### src/rtl/slc3_mem_bridge.sv
// SLC-3 memory bridge: sequences MAR/MDR requests into async-SRAM pin cycles plus one I/O address.
// Optional byte-lane support is enabled by defining SRAM_BYTE_LANE_EN.
module slc3_mem_bridge #(
  parameter int unsigned       ADDR_W  = 20,
  parameter int unsigned       DATA_W  = 16,
  parameter int unsigned       RD_WAIT = 2,
  parameter int unsigned       WR_WAIT = 2,
  parameter logic [ADDR_W-1:0] IO_ADDR = 'hFFFF
) (
  input  logic              Clk,
  input  logic              Reset,
  input  logic              req_valid,
  output logic              req_ready,
  input  logic              req_we,
  input  logic [ADDR_W-1:0] req_addr,
  input  logic [DATA_W-1:0] req_wdata,
`ifdef SRAM_BYTE_LANE_EN
  input  logic [1:0]        req_be,
`endif
  output logic              rsp_valid,
  output logic [DATA_W-1:0] rsp_rdata,
  input  logic [DATA_W-1:0] Switches,
  output logic [DATA_W-1:0] hex_data,
  output logic              CE_N,
  output logic              OE_N,
  output logic              WE_N,
  output logic              UB_N,
  output logic              LB_N,
  output logic [ADDR_W-1:0] sram_addr,
  output logic [DATA_W-1:0] sram_dq_out,
  output logic              sram_dq_oe,
  input  logic [DATA_W-1:0] sram_dq_in
);

  typedef enum logic [2:0] {StIdle, StRd, StWs, StWp, StWh, StIo, StRsp} state_e;

  localparam logic [3:0] RdLoad = 4'(RD_WAIT - 1);
  localparam logic [3:0] WrLoad = 4'(WR_WAIT - 1);

  state_e            state_q, state_d;
  logic [3:0]        cnt_q;
  logic              we_q;
  logic [DATA_W-1:0] io_wdata_q;
  logic              accept;
  logic              is_io;
`ifdef SRAM_BYTE_LANE_EN
  logic [1:0]        be_q;
`endif

  assign req_ready = (state_q == StIdle);
  assign accept    = req_valid & req_ready;
  // Full-width compare: any set bit above the I/O address width forces an SRAM access.
  assign is_io     = (req_addr == IO_ADDR);

  always_ff @(posedge Clk or posedge Reset) begin
    if (Reset) state_q <= StIdle;
    else       state_q <= state_d;
  end

  always_comb begin
    state_d = state_q;
    unique case (state_q)
      StIdle: begin
        if (accept) begin
          if (is_io)       state_d = StIo;
          else if (req_we) state_d = StWs;
          else             state_d = StRd;
        end
      end
      StRd:    if (cnt_q == 4'd0) state_d = StRsp;
      StWs:    state_d = StWp;
      StWp:    if (cnt_q == 4'd0) state_d = StWh;
      StWh:    state_d = StRsp;
      StIo:    state_d = StRsp;
      StRsp:   state_d = StIdle;
      default: state_d = StIdle;
    endcase
  end

  always_comb begin
    CE_N       = 1'b1;
    OE_N       = 1'b1;
    WE_N       = 1'b1;
    UB_N       = 1'b1;
    LB_N       = 1'b1;
    sram_dq_oe = 1'b0;
    rsp_valid  = 1'b0;
    unique case (state_q)
      StRd: begin
        CE_N = 1'b0;
        OE_N = 1'b0;
      end
      StWs, StWh: begin
        CE_N       = 1'b0;
        sram_dq_oe = 1'b1;
      end
      StWp: begin
        CE_N       = 1'b0;
        sram_dq_oe = 1'b1;
`ifdef SRAM_BYTE_LANE_EN
        // A write with no lanes enabled keeps its timing but never strobes WE_N.
        WE_N       = (be_q == 2'b00);
`else
        WE_N       = 1'b0;
`endif
      end
      StRsp:   rsp_valid = 1'b1;
      default: ;
    endcase
`ifdef SRAM_BYTE_LANE_EN
    if (state_q == StRd) begin
      UB_N = 1'b0;
      LB_N = 1'b0;
    end else if (state_q inside {StWs, StWp, StWh}) begin
      UB_N = ~be_q[1];
      LB_N = ~be_q[0];
    end
`else
    UB_N = CE_N;
    LB_N = CE_N;
`endif
  end

  always_ff @(posedge Clk or posedge Reset) begin
    if (Reset) begin
      cnt_q       <= 4'd0;
      we_q        <= 1'b0;
      io_wdata_q  <= '0;
      rsp_rdata   <= '0;
      hex_data    <= '0;
      sram_addr   <= '0;
      sram_dq_out <= '0;
`ifdef SRAM_BYTE_LANE_EN
      be_q        <= 2'b00;
`endif
    end else begin
      if (accept) begin
        we_q       <= req_we;
        io_wdata_q <= req_wdata;
        cnt_q      <= RdLoad;
`ifdef SRAM_BYTE_LANE_EN
        be_q       <= req_be;
`endif
        // I/O accesses leave the SRAM pins untouched.
        if (!is_io) begin
          sram_addr <= req_addr;
          if (req_we) sram_dq_out <= req_wdata;
        end
      end
      if (state_q == StWs) cnt_q <= WrLoad;
      if ((state_q == StRd || state_q == StWp) && cnt_q != 4'd0) cnt_q <= cnt_q - 4'd1;
      if (state_q == StRd && cnt_q == 4'd0) rsp_rdata <= sram_dq_in;
      if (state_q == StIo) begin
        if (we_q) hex_data  <= io_wdata_q;
        else      rsp_rdata <= Switches;
      end
    end
  end

endmodule

### config.mk
export PLATFORM = sky130hd
export DESIGN_NAME = slc3_mem_bridge
export DESIGN_NICKNAME = d
export VERILOG_FILES = /design/src/rtl/slc3_mem_bridge.sv
export SDC_FILE = /design/constraint.sdc
export NUM_CORES = 1
export LEC_CHECK = 0
export CORE_MARGIN = 2
export CORE_UTILIZATION = 25
export CTS_CLUSTER_SIZE = 10
export DETAILED_ROUTE_END_ITERATION = 8
export GPL_TIMING_DRIVEN = 0
export PLACE_DENSITY_LB_ADDON = 0.1
export SLEW_MARGIN = 10
export SYNTH_ARGS = -nofsm -noshare
export SYNTH_HDL_FRONTEND = slang
export SYNTH_SLANG_ARGS = --single-unit
### constraint.sdc
create_clock -name Clk -period 3.2 [get_ports Clk]
set_input_delay 0.32 -clock Clk [delete_from_list [all_inputs] [get_ports Clk]]
set_output_delay 0.32 -clock Clk [all_outputs]
set_load 0.03 [all_outputs]
## After elaboration in Yosys (flattened, before gate mapping)

Index checks and enable logic that the tools add are counted.
W data, S select, Z words.

| operators by class | value |
|---|---|
| equal/unequal tests | 10 |
| bitwise logic cells | 2 |
| reduce and logical (&&, ||, !) cells | 14 |
| add/sub/neg operators | 1 |
| multiplexer cells | 17 |

Operator list:

| operator | count |
|---|---|
| $mux W16 | 3 |
| $eq A20 B16 Y1 const B | 1 |
| $pmux W3 S5 | 1 |
| $mux W3 | 4 |
| $mux W4 | 3 |
| $eq A3 B3 Y1 const B | 3 |
| $eq A3 B2 Y1 const B | 2 |
| $reduce_and A3 Y1 | 2 |
| $mux W1 | 5 |
| $logic_not A4 Y1 | 1 |
| $ne A2 B2 Y1 const B | 2 |
| $reduce_and A2 Y1 | 2 |
| $reduce_bool A4 Y1 | 1 |
| $reduce_or A4 Y1 | 1 |
| $sub A4 B1 Y4 const B | 1 |
| $eq A3 B1 Y1 const B | 1 |
| $logic_not A3 Y1 | 1 |
| $reduce_bool A3 Y1 | 1 |
| $reduce_or A3 Y1 | 1 |
| $logic_and A1 B1 Y1 | 2 |
| $mux W2 | 1 |
| $ne A2 B1 Y1 const B | 1 |
| $reduce_or A2 Y1 | 1 |
| $and A1 B1 Y1 | 1 |
| other kinds (2) | 2 |

| word-level totals | value |
|---|---|
| bits of input ports | 72 |
| output and inout bits | 76 |
| register bits | 92 |
| logic and storage cells | 52 |

## Logic depth before layout (Yosys ltp)

| depth | value |
|---|---|
| depth after elaboration | 5 |
| depth in mapped cells | 7 |
| gate-level depth less buffers | 6 |

## Least setup slack after synthesis

Ideal clock, no wire load.

| path | value |
|---|---|
| path kind | reg-to-output |
| from | register state_q[1] |
| to | output port LB_N |
| cell stages (with the launch flop) | 6 |
| path buffers | 2 |
| data required time | 2.880 ns |
| path slack | 0.823 ns |
| arrival | 2.057 ns |
| path through | dfrtp_1 -> buf_4 -> nand2b_1 -> o21ai_0 -> nor2_1 -> buf_4 |

| on the way | value |
|---|---|
| longest elaborated chain between the ends | 3 |

Ends and longest elaborated chain:

| element | RTL line | source |
|---|---|---|
| start, declared | 40 | `state_e state_q, state_d;` |
| start signal, assigned | 56 | `if (Reset) state_q <= StIdle;` |
| start signal, assigned | 57 | `else state_q <= state_d;` |
| $eq A3 B2 Y1 (tied with other cells) | 88 | `unique case (state_q)` |
| $reduce_or A4 Y1 (no line) * | -- |  |
| $mux W1 * | 88 |  |
| end, declared | 28 | `output logic LB_N,` |

Every way passes the cells marked *; elsewhere a longest branch is shown, timed or not.

## Final worst setup path

Ends and elaborated chain as after synthesis.

==> run summary <==
Synthesized area per cell -> 13.6 um^2
Reg2reg end -> sram_dq_out[4]
Synth area leader -> dfrtp_1
Yosys warning total -> 0
Layout cell share with drive strength beyond 1 -> 22.8%
Input/output buffers -> 147
Worst skew pair latency -> 0.34 ns
Worst EP required -> 2.88 ns
Top cells by area, synth -> dfrtp_1 (59%), mux2_2 (17%), mux2i_1 (4.1%)
GP Congestion -> 0.672
Starting Density -> 25.6%
Syn Std Cell Area -> 3910 um^2
Die W -> 129 um
CP startpoint kind -> flip-flop
CTS buffer count -> 9
FF+latch count, synth -> 92
Adder-cell share of the synthesized area -> 0.639%
Core area -> 15300 um^2
Largest net degree at the start of global routing -> 62
Worst EP arrival -> 2.20 ns
Number of global-route vias before repair -> 2999
Leakage power figure -> 2.59 nW
Post-route DRC -> 0
Reg clk slew, reported paths -> 0.07 ns
Total Neg Setup Slack -> 0 ns
Post-DP Area -> 5680 um^2
Post-synth EDFFs -> 0
Post-CTS sizing -> 0
R2r worst-path depth -> 6
Clock period minus worst slack -> 2.52 ns
Compound-cell area share of the yosys netlist -> 5.08%
Total die area -> 16700 um^2
CTS tree -> yes
Slew Viols, Final -> 0
Setup-failing EPs final -> 0
Clock sink count -> 92
Post-layout net count -> 520
Starting DRT DRC Count -> 77
Die height -> 129 um
Cell Rows -> 45
Syn Inst Count -> 287
RSZ-0062 raised after global routing -> false
H-Tree Depth -> 3
Sequential area share after synthesis -> 58.8%
Post-DP HPWL -> 7.20 mm
Syn nets -> 361
R2R setup slack -> 1.04 ns
Max Freq -> 0.396 GHz
Routed length per placed instance -> 14.8 um
Total power -> 6.59 mW
Worst R2R Start -> state_q[2]
GRT overflow -> 0
Placed Instances -> 646
Drt pass-1 iters -> 4
First-pass GRT wire length -> 15.8 mm
Primary flip-flop cell chosen by synthesis mapping -> dfrtp_1
Area delta synth->final -> 54.3%
Fin area -> 6040 um^2
Layout fillers -> 1485
Area occupied by multi-input gates -> 1470 um^2
Hold crit path type -> in2async
Filler-free cell count of the finished design -> 662
Diode count -> 0
CTS Root Cell -> clkbuf_16
Status -> complete, no violations
Max-cap violations -> 0
CP Max Fanout -> 9
Register area -> 2300 um^2
Power per cell area -> 1090 nW/um^2
Most instantiated cells after synthesis -> dfrtp_1 (92), mux2_2 (58), o21ai_0 (22)
Setup Buffers After CTS -> 0
Final wirelength -> 9.83 mm
VDD IR max -> 0.000398 V
Crit path capture type -> output pin
Setup Skew -> 0.00575 ns
I/O Pins -> 148
Vias/cell -> 4.21
Antenna viol nets, final -> 0
GRT Util Overall -> 12.4%
Routed vias -> 2784
Initial antenna violation count -> 0
Least-Margin Pin Slew -> 0.639 ns
Synth cell types -> 36
Kind of critical path -> reg2out
Clk buf depth -> 2
Most common cell in the netlist -> dfrtp_1
Final hold vios -> 0
Area share of the largest cell type after synthesis -> 58.8%
Period utilisation layout -> 78.9%
Largest family of logic cells by synthesized area -> multiplexers
Mux share of post-synthesis cell area -> 24.6%
Post-Synth Simple-Gate Area -> 7.00%
Worst slew margin -> 57.4%
Post-synth ARST share -> 100%
Post-synthesis xor/xnor area fraction -> 0.224%
Hold buffers post-CTS -> 0
-- report_power, final --
group          total [mW]  switching (mW)  internal (mW)  leakage [nW]
clock network        1.27           0.458          0.809         0.172
registers            2.02           0.280           1.74          1.12
logic                3.30            1.74           1.56          1.29
-- layout make-up --
| type | instances | share of cell area [%] |
|---|---|---|
| tap | 211 | 4.37 |
| clock inverter | 5 | 1.76 |
| sequential | 92 | 38.1 |
| clock buffer | 11 | 4.19 |
| timing repair buffer | 148 | 24.8 |
| multi-input combinational | 169 | 24.3 |
| buffer | 16 | 1.72 |
| inverter | 10 | 0.663 |
-- worst max path at each step --
stage                      to        start
2_1_floorplan        cnt_q[0]        Reset
3_3_place_gp     sram_addr[1]        Reset
3_5_place_dp   sram_dq_out[1]  req_addr[1]
4_1_cts                  LB_N   state_q[1]
5_1_grt                  LB_N   state_q[0]
6_report                 LB_N   state_q[1]
-- registers in the layout, indices dropped and copies added, names as in the netlist --
name,count
sram_dq_out,16
we_q,1
io_wdata_q,16
hex_data,16
rsp_rdata,16
cnt_q,4
state_q,3
sram_addr,20
-- stage by stage --
| stage | utilization [%] | setup slack, ns | hold WS, ns |
|---|---|---|---|
| after CTS | 39.6 | 0.626 | 0.339 |
| after detailed placement | 37.2 | 0.806 | 0.489 |
| final | 39.6 | 0.677 | 0.341 |
| after floorplan | - | 0.488 | 0.437 |
| after global placement | 37.0 | -1.21 | 0.480 |
| after global routing | 39.6 | 0.507 | 0.372 |
-- layer usage --
layer / wire length, um / vias up / global-route usage, %
met2: 4510 / 105 / 19.6
met3: 776 / 8 / 5.90
met4: 98 / 0 / 3.26
met5: 0 / - / 0
met1: 4440 / 1346 / 15.2
li1: - / 1325 / -
-- worst max-delay path: stages (launching register included) --
cell and delay, ns:
dfrtp_1 0.36, buf_4 0.17, nand2b_1 0.17, o21ai_0 0.31, nor2_1 0.12, buf_4 0.15, clkdlybuf4s50_1 0.58
-- cells in the final DEF (no fill, tap or decap), types with 2 or more instances in the layout --
cell	count
ha_1	2
clkbuf_8	2
clkbuf_16	9
mux2_2	58
mux2i_1	16
nand2b_1	3
nor3b_1	4
nor2_1	6
nand3_1	3
o21ai_0	22
mux2_4	10
clkbuf_1	4
nand4_1	4
inv_1	9
nor3_1	3
dfrtp_1	92
buf_4	5
clkdlybuf4s50_1	147
nand2_1	21
buf_2	5
bufinv_16	3
-- logic make-up after synthesis --
group,Yosys count
mux,84
fa+ha+maj,2
simple gates,51
xor+xnor,1
compound gates,31
flops,92
buf+inv,26
(Power assumes the default switching activity.)
